$ cat src/rtl/error_display_sequencer.sv
`timescale 1ns/1ps
`default_nettype none
// ============================================================================
// Module : error_display_sequencer
// Digit-scan multiplexer with a latched, blinking "0..0C" error pattern.
// Rev    : 1.0
// ============================================================================
module error_display_sequencer #(
    parameter int                 NUM_DIGITS     = 4,
    parameter int                 CODE_W         = 4,
    parameter int                 SCAN_DIV       = 1000,
    parameter int                 BLINK_DIV      = 250000,
    parameter int                 MIN_ERR_CYCLES = 500000,
    parameter logic [CODE_W-1:0]  ZERO_CODE      = CODE_W'(4'b1101),
    parameter logic [CODE_W-1:0]  ERR_CODE       = CODE_W'(4'b1111),
    parameter logic [CODE_W-1:0]  BLANK_CODE     = CODE_W'(4'b0000)
) (
    input  logic                           clk,
    input  logic                           rst_n,
    input  logic                           set_btn,
    input  logic                           reset_btn,
    input  logic [NUM_DIGITS*CODE_W-1:0]   digits_in,
    output logic [$clog2(NUM_DIGITS)-1:0]  digit_sel,
    output logic [NUM_DIGITS-1:0]          digit_en,
    output logic [CODE_W-1:0]              digit_code,
    output logic                           error_active
);

    localparam int c_sel_w   = $clog2(NUM_DIGITS);
    localparam int c_frame   = NUM_DIGITS * SCAN_DIV;
    localparam int c_scan_w  = (SCAN_DIV > 1)       ? $clog2(SCAN_DIV)       : 1;
    localparam int c_blink_w = (BLINK_DIV > 1)      ? $clog2(BLINK_DIV)      : 1;
    localparam int c_min_w   = (MIN_ERR_CYCLES > 1) ? $clog2(MIN_ERR_CYCLES) : 1;
    localparam int c_hold_w  = (c_frame > 1)        ? $clog2(c_frame)        : 1;

    localparam logic [c_sel_w-1:0]   c_sel_last   = c_sel_w'(NUM_DIGITS - 1);
    localparam logic [c_scan_w-1:0]  c_scan_last  = c_scan_w'(SCAN_DIV - 1);
    localparam logic [c_blink_w-1:0] c_blink_last = c_blink_w'(BLINK_DIV - 1);
    localparam logic [c_min_w-1:0]   c_min_last   = c_min_w'(MIN_ERR_CYCLES - 1);
    localparam logic [c_hold_w-1:0]  c_hold_last  = c_hold_w'(c_frame - 1);

    typedef enum logic [1:0] {
        ST_NORMAL = 2'd0,
        ST_ERROR  = 2'd1,
        ST_HOLD   = 2'd2
    } state_t;

    state_t                 state_q,        state_d;
    logic [c_scan_w-1:0]    scan_cnt_q,     scan_cnt_d;
    logic [c_sel_w-1:0]     digit_sel_q,    digit_sel_d;
    logic [NUM_DIGITS-1:0]  digit_en_q,     digit_en_d;
    logic [CODE_W-1:0]      digit_code_q,   digit_code_d;
    logic                   error_active_q, error_active_d;
    logic [c_min_w-1:0]     min_cnt_q,      min_cnt_d;
    logic [c_hold_w-1:0]    hold_cnt_q,     hold_cnt_d;
    logic [c_blink_w-1:0]   blink_cnt_q,    blink_cnt_d;
    logic                   blink_off_q,    blink_off_d;

    logic                   w_both;
    logic                   w_scan_wrap;
    logic [CODE_W-1:0]      w_norm_code;

    always_ff @(posedge clk or negedge rst_n) begin
        if (!rst_n) begin
            state_q        <= ST_NORMAL;
            scan_cnt_q     <= '0;
            digit_sel_q    <= '0;
            digit_en_q     <= NUM_DIGITS'(1);
            digit_code_q   <= BLANK_CODE;
            error_active_q <= 1'b0;
            min_cnt_q      <= '0;
            hold_cnt_q     <= '0;
            blink_cnt_q    <= '0;
            blink_off_q    <= 1'b0;
        end else begin
            state_q        <= state_d;
            scan_cnt_q     <= scan_cnt_d;
            digit_sel_q    <= digit_sel_d;
            digit_en_q     <= digit_en_d;
            digit_code_q   <= digit_code_d;
            error_active_q <= error_active_d;
            min_cnt_q      <= min_cnt_d;
            hold_cnt_q     <= hold_cnt_d;
            blink_cnt_q    <= blink_cnt_d;
            blink_off_q    <= blink_off_d;
        end
    end

    always_comb begin
        w_both      = set_btn & reset_btn;
        w_scan_wrap = (scan_cnt_q == c_scan_last);
        scan_cnt_d  = w_scan_wrap ? '0 : scan_cnt_q + 1'b1;
        digit_sel_d = digit_sel_q;
        if (w_scan_wrap) begin
            digit_sel_d = (digit_sel_q == c_sel_last) ? '0 : digit_sel_q + 1'b1;
        end

        state_d    = state_q;
        min_cnt_d  = min_cnt_q;
        hold_cnt_d = hold_cnt_q;
        case (state_q)
            ST_NORMAL: begin
                min_cnt_d  = '0;
                hold_cnt_d = '0;
                if (w_both) begin
                    state_d = ST_ERROR;
                end
            end
            ST_ERROR: begin
                if (w_both) begin
                    min_cnt_d = '0;
                end else if (min_cnt_q != c_min_last) begin
                    min_cnt_d = min_cnt_q + 1'b1;
                end else begin
                    state_d    = ST_HOLD;
                    hold_cnt_d = '0;
                end
            end
            ST_HOLD: begin
                // A fresh double press outranks the end of the hold frame.
                if (w_both) begin
                    state_d   = ST_ERROR;
                    min_cnt_d = '0;
                end else if (hold_cnt_q == c_hold_last) begin
                    state_d = ST_NORMAL;
                end else begin
                    hold_cnt_d = hold_cnt_q + 1'b1;
                end
            end
            default: begin
                state_d = ST_NORMAL;
            end
        endcase

        if (state_q == ST_NORMAL || state_d == ST_NORMAL) begin
            blink_cnt_d = '0;
            blink_off_d = 1'b0;
        end else if (blink_cnt_q == c_blink_last) begin
            blink_cnt_d = '0;
            blink_off_d = ~blink_off_q;
        end else begin
            blink_cnt_d = blink_cnt_q + 1'b1;
            blink_off_d = blink_off_q;
        end

        w_norm_code = BLANK_CODE;
        for (int i = 0; i < NUM_DIGITS; i++) begin
            if (digit_sel_d == c_sel_w'(i)) begin
                w_norm_code = digits_in[i*CODE_W +: CODE_W];
            end
        end

        // Codes are computed for the upcoming digit so code and select move together.
        if (state_d == ST_NORMAL) begin
            digit_code_d = w_norm_code;
        end else if (blink_off_d) begin
            digit_code_d = BLANK_CODE;
        end else if (digit_sel_d == c_sel_last) begin
            digit_code_d = ERR_CODE;
        end else begin
            digit_code_d = ZERO_CODE;
        end

        digit_en_d     = NUM_DIGITS'(1) << digit_sel_d;
        error_active_d = (state_d != ST_NORMAL);
    end

    assign digit_sel    = digit_sel_q;
    assign digit_en     = digit_en_q;
    assign digit_code   = digit_code_q;
    assign error_active = error_active_q;

endmodule
`default_nettype wire

$ cat config.mk
export PLATFORM = sky130hd
export DESIGN_NAME = error_display_sequencer
export DESIGN_NICKNAME = d
export VERILOG_FILES = /design/src/rtl/error_display_sequencer.sv
export SDC_FILE = /design/constraint.sdc
export NUM_CORES = 1
export LEC_CHECK = 0
export ABC_AREA = 0
export CORE_MARGIN = 2
export CORE_UTILIZATION = 50
export CTS_CLUSTER_DIAMETER = 80
export CTS_CLUSTER_SIZE = 16
export DETAILED_ROUTE_END_ITERATION = 8
export PLACE_DENSITY = 0.67
export SYNTH_ARGS = -nofsm -noshare
export SYNTH_HDL_FRONTEND = slang
export SYNTH_SLANG_ARGS = --single-unit
$ cat constraint.sdc
create_clock -name clk -period 2.4 [get_ports clk]
set_clock_uncertainty 0.15 [all_clocks]
set_input_delay 0.48 -clock clk [delete_from_list [all_inputs] [get_ports clk]]
set_output_delay 0.48 -clock clk [all_outputs]
set_load 0.03 [all_outputs]
==> impl_metrics.env, run 1 <==
export IMPL_die_w_um=93.0
export IMPL_drc=0
export IMPL_syn_area_per_cell_um2=9.62
export IMPL_fp_dieH_um=93.0
export IMPL_drive_gt1_frac=0.127
export IMPL_fin_crit_sh=0.939
export IMPL_ys_seq_area_frac=0.461
export IMPL_ys_warn_count=0
export IMPL_dpl_cell_area_um2=4490
export IMPL_synth_enable_flop_cells=0
export IMPL_core_um2=7690
export IMPL_clk_insertion_delay_late_ns=0.35
export IMPL_cp_max_fo=7
export IMPL_ir_worst_vdd_mv=0.392
export IMPL_synthTopCellsByCount="72 x dfrtp_1, 51 x nor2_1, 39 x nand2_1"
export IMPL_setup_ws_ns=0.147
export IMPL_synth_largest_area_cell="dfrtp_1"
export IMPL_hold_slack_ns=0.340
export IMPL_ys_seq_elements=73
export IMPL_cts_path_max_buffers=2
export IMPL_wl_mm=8.80
export IMPL_dr_total_vias=3340
export IMPL_layout_area_seq_um2=1830
export IMPL_firstDrtPassIters=5
export IMPL_synth_nets=437
export IMPL_final_nets=492
export IMPL_antenna_found_initial=0
export IMPL_yosysMostFrequentCell="dfrtp_1"
export IMPL_wire_per_inst_um=15.4
export IMPL_grt_ovfl_total=0
export IMPL_via_per_inst=5.83
export IMPL_p_leak_nw=2.04
export IMPL_dr_first_iter_drc_count=152
export IMPL_start_util=0.516
export IMPL_end_kind="flip-flop"
export IMPL_grt_pass1_vias=3250
export IMPL_crit_type="reg -> reg"
export IMPL_grt_util_all_layers=0.224
export IMPL_row_count=32
export IMPL_cts_htree_levels=3
export IMPL_multi_input_area_um2=2050
export IMPL_clk_pin_slew_ns=0.08
export IMPL_cts_buffers=9
export IMPL_status="complete, no violations"
export IMPL_worst_pin_slew_ns=0.460
export IMPL_ys_top_cells_by_area="dfrtp_1 45%, nor2_1 4.8%, nand2_1 3.7%"
export IMPL_timing_max_cap_violations=0
export IMPL_antennaDiodeCount=0
export IMPL_required_ns=2.46
export IMPL_p_per_area_nw_per_um2=577
export IMPL_synth_top_cell_area_share=0.455
export IMPL_hp_class="reg -> reg"
export IMPL_grt_setup_unrepaired="false"
export IMPL_synth_area_um2=3960
export IMPL_fmax_ghz=0.444
export IMPL_yosysUniqueCellTypes=67
export IMPL_tritoncts_num_sinks=73
export IMPL_design_die_area_um2=8660
export IMPL_ios=31
export IMPL_hpwl_mm=6.26
export IMPL_hold_viol_final=0
export IMPL_dp_slack_ns=0.00687
export IMPL_cts_tree="built"
export IMPL_io_buffers=30
export IMPL_fillCellCount=653
export IMPL_crit_path_start_kind="flip-flop"
export IMPL_relSlewSlack=0.691
export IMPL_design_area_um2=4750
export IMPL_cp_arrival_ns=2.31
export IMPL_p_total_w=0.00274
export IMPL_antenna_left=0
export IMPL_setup_violations=0
export IMPL_grt_max_degree=41
export IMPL_syn_inst=412
export IMPL_fin_setup_tns_ns=0
export IMPL_synthArstFlopShare=1.00
export IMPL_grt_pass1_wl_mm=15.3
export IMPL_finalCriticalPeriod_ns=2.25
export IMPL_syn2layout_area_growth_pct=19.9
export IMPL_drv_slew=0
export IMPL_clockRootBuffer="clkbuf_8"
export IMPL_ys_flop_type="dfrtp_1"
export IMPL_finalWeightedCongestion=0.854
-- power breakdown --
part           leakage, nW  internal, W  switching [W]
Clock                0.112     0.000587       0.000450
Sequential           0.956      0.00132      0.0000986
Combinational        0.970     0.000150       0.000141
-- stage by stage --
step | std cells | utilization
3_3_place_gp | 554 | 0.584
2_1_floorplan | 412 | -
3_5_place_dp | 554 | 0.584
5_1_grt | 573 | 0.618
4_1_cts | 570 | 0.614
6_report | 573 | 0.618
-- kinds of logic (layout without fill, tap and decap cells) --
family / after synthesis / after routing / share of synthesized area
compound gates: 88 / 88 / 0.161
xor+xnor: 23 / 23 / 0.0508
fa+ha+maj: 6 / 6 / 0.0183
buf+inv: 19 / 78 / 0.0246
flops: 73 / 73 / 0.461
mux: 7 / 7 / 0.0183
simple gates: 196 / 196 / 0.265
-- per-layer routing --
metal  vias to the layer above  GRT usage  routed length (µm)
met5                         -          0                   0
met4                         0     0.0882                 141
met3                        11     0.0451                 376
met2                        72      0.364                4200
met1                      1621      0.296                4080
li1                       1636          -                   -
-- cell type report --
class | instances | area share
Clock inverter | 2 | 0.00737
Timing Repair Buffer | 52 | 0.103
Multi-Input combinational cell | 320 | 0.432
Tap cell | 102 | 0.0268
Sequential cell | 73 | 0.384
Clock buffer | 13 | 0.0376
Inverter | 11 | 0.00868
-- path summary, 6_finish.rpt --
path / slack, ns / start / endpoint / cells after the start
setup / recovery: 0.15 / scan_cnt_q[0] / digit_code[3] / 6
hold reg to reg: 0.34 / scan_cnt_q[0] / scan_cnt_q[0] / 1
min in group asynchronous: 0.47 / rst_n / hold_cnt_q[8] / 2
setup reg to reg: 0.15 / scan_cnt_q[0] / digit_code[3] / 6
hold / removal: 0.34 / scan_cnt_q[0] / scan_cnt_q[0] / 1
max in group asynchronous: 1.00 / rst_n / digit_en[0] / 3
-- repair_timing --
action                     4_1_cts  5_1_grt
setup endpoints to repair        0        2
hold buffers                     1        0
hold endpoints to repair        33        0
buffers inserted                 0        3
resized for setup                0        2
-- critical path, cell delays in order, from the launching register on --
cell,delay [ns]
dfrtp_1,0.39
ha_1,0.29
nand4b_4,0.19
nor3_4,0.31
mux2_2,0.44
a211oi_1,0.21
o211ai_1,0.12
-- registers in the layout, indices dropped and copies added (netlist names) --
register / flops
digit_code: 4
min_cnt_q: 19
hold_cnt_q: 12
error_active: 1
digit_en: 4
state_q: 2
blink_cnt_q: 18
blink_off_q: 1
digit_sel: 2
scan_cnt_q: 10
-- layout by cell type (no fill, tap or decap), drive strengths merged, types with 3 or more instances in the layout --
cell type,n
o2111ai,3
inv,10
or4,5
mux2i,5
and4,8
dfrtp,72
or3,5
a211oi,5
and3,9
nand4b,3
ha,5
o21ai,16
nand3,22
nand2,40
clkdlybuf4s50,29
nand2b,8
buf,22
nor2,51
clkbuf,13
and2,5
o31ai,5
nor3,11
a21oi,18
a22o,5
o211ai,5
a21o,3
nand4,12
or2,3
xnor2,14
nor4,6
o22a,6
xor2,9
a31oi,8
(Power assumes the default switching activity.)
==> run 2, diff against run 1 <==
Settings changed: ABC_CLOCK_PERIOD_IN_PS set to 2400, CORE_MARGIN 2 to not set.
==> impl_metrics.env, run 2 (synthesized netlist as in run 1, its figures left out) <==
export IMPL_design_area_um2=4750
export IMPL_multi_input_area_um2=2050
export IMPL_regMostFlops="min_cnt_q"
export IMPL_clk_insertion_delay_late_ns=0.35
export IMPL_firstDrtPassIters=4
export IMPL_fin_crit_sh=0.927
export IMPL_end_kind="flip-flop"
export IMPL_mostFrequentLayoutCells="72 x dfrtp_1, 51 x nor2_1, 39 x nand2_1, 29 x clkdlybuf4s50_1, 21 x nand3_1"
export IMPL_p_per_area_nw_per_um2=594
export IMPL_cts_htree_levels=3
export IMPL_antennaDiodeCount=0
export IMPL_ir_worst_vdd_mv=0.389
export IMPL_largest_register_ffs=19
export IMPL_hp_class="reg -> reg"
export IMPL_grt_setup_unrepaired="false"
export IMPL_startpoint="min_cnt_q[0]"
export IMPL_die_w_um=91.0
export IMPL_wl_mm=8.89
export IMPL_finalCriticalPeriod_ns=2.23
export IMPL_min_path_cells=1
export IMPL_io_buffers=30
export IMPL_clk_pin_slew_ns=0.08
export IMPL_finalWeightedCongestion=0.798
export IMPL_dpl_cell_area_um2=4500
export IMPL_layout_area_seq_um2=1830
export IMPL_r2r_cells=6
export IMPL_relSlewSlack=0.692
export IMPL_status="complete, no violations"
export IMPL_cpMostUsedCell="and4_1"
export IMPL_cts_buffers=9
export IMPL_required_ns=2.53
export IMPL_dr_first_iter_drc_count=112
export IMPL_drv_slew=0
export IMPL_cts_path_max_buffers=2
export IMPL_hpwl_mm=6.27
export IMPL_start_util=0.516
export IMPL_drive_gt1_frac=0.124
export IMPL_antenna_left=0
export IMPL_dr_total_vias=3339
export IMPL_fin_setup_tns_ns=0
export IMPL_fp_dieH_um=91.0
export IMPL_crit_path_start_kind="flip-flop"
export IMPL_grt_pass1_vias=3363
export IMPL_tritoncts_num_sinks=73
export IMPL_r2r_end="min_cnt_q[11]"
export IMPL_top_regs="min_cnt_q (19), blink_cnt_q (18), hold_cnt_q (12)"
export IMPL_final_nets=490
export IMPL_grt_ovfl_total=0
export IMPL_ios=31
export IMPL_final_common_cell="dfrtp_1"
export IMPL_cp_max_fo=8
export IMPL_cts_tree="built"
export IMPL_rrSetupSlack_ns=0.17
export IMPL_fillCellCount=694
export IMPL_design_die_area_um2=8290
export IMPL_p_leak_nw=2.01
export IMPL_wire_per_inst_um=15.6
export IMPL_syn2layout_area_growth_pct=19.7
export IMPL_hold_end="scan_cnt_q[0]"
export IMPL_cp_arrival_ns=2.36
export IMPL_via_per_inst=5.85
export IMPL_setup_violations=0
export IMPL_min_from="scan_cnt_q[0]"
export IMPL_clockRootBuffer="clkbuf_8"
export IMPL_drc=0
export IMPL_regToRegStartpoint="min_cnt_q[0]"
export IMPL_grt_pass1_wl_mm=15.5
export IMPL_grt_util_all_layers=0.235
export IMPL_antenna_found_initial=0
export IMPL_worst_pin_slew_ns=0.458
export IMPL_crit_type="reg -> reg"
export IMPL_crit_path_top_delay_cell="dfrtp_1"
export IMPL_hold_viol_final=0
export IMPL_cp_cell_sequence="ha_1 -> and4_1 -> and4_1 -> a31o_2 -> or4_1 -> a21oi_1"
export IMPL_slowest_delay_ns=0.41
export IMPL_grt_max_degree=41
export IMPL_fmax_ghz=0.449
export IMPL_row_count=32
export IMPL_timing_max_cap_violations=0
export IMPL_post_cts_buffers=0
export IMPL_core_um2=7690
-- run 2: cell types whose count changed in the layout (fill, tap and decap cells not counted), sizes merged --
cell,change
buf,-2
bufinv,+1
clkinvlp,+1
clkbuf,-2
-- run 2: how the worst max path moves through the flow --
stage,endpoint,slack [ns]
after floorplan,digit_code[0],0.33
after detailed placement,min_cnt_q[17],0.01
final,min_cnt_q[11],0.17
after global routing,digit_code[0],0.04
after CTS,digit_code[3],0.16
after global placement,min_cnt_q[5],0.07
-- run 2: cell type report --
cell class,instances,area share
tap,102,0.0269
inverter,11,0.00870
sequential,73,0.385
timing repair buffer,50,0.100
clock inverter,4,0.0161
clock buffer,11,0.0319
multi-input combinational,320,0.431
-- run 2: worst max-delay path, delay by kind of cell, from the launching register on --
| family | cells | cell delay (ns) |
|---|---|---|
| and+or+nand+nor | 3 | 0.89 |
| adders and majority gates | 1 | 0.25 |
| DFF | 1 | 0.41 |
| AOI/OAI and AO/OA | 2 | 0.46 |
-- run 2: through the flow --
step	power, W	utilization	worst slack, ns	hold WS, ns	cells
2_1_floorplan	0.00160	-	0.333	0.0344	412
3_3_place_gp	0.00171	0.585	0.0720	0.309	555
3_5_place_dp	0.00173	0.585	0.0109	0.315	555
4_1_cts	0.00284	0.616	0.161	0.343	571
5_1_grt	0.00294	0.617	0.0366	0.353	571
6_report	0.00282	0.617	0.174	0.338	571
-- run 2: layer usage --
layer | GRT usage | up-vias | wire length, µm
li1 | - | 1629 | -
met1 | 0.310 | 1637 | 4170
met2 | 0.383 | 66 | 4260
met3 | 0.0436 | 7 | 377
met4 | 0.0913 | 0 | 86
met5 | 0 | - | 0
-- run 2: repair_timing --
item / 4_1_cts / 5_1_grt
hold buffers: 1 / 0
hold endpoints to repair: 33 / 0
endpoints found under the setup margin: 0 / 1
resized for setup: 0 / 1
-- run 2: report_power, final --
part	switching (W)	total [W]	internal, W
logic	0.000138	0.000288	0.000150
registers	0.0000969	0.00141	0.00132
clock network	0.000479	0.00112	0.000639
total	0.000714	0.00282	0.00210
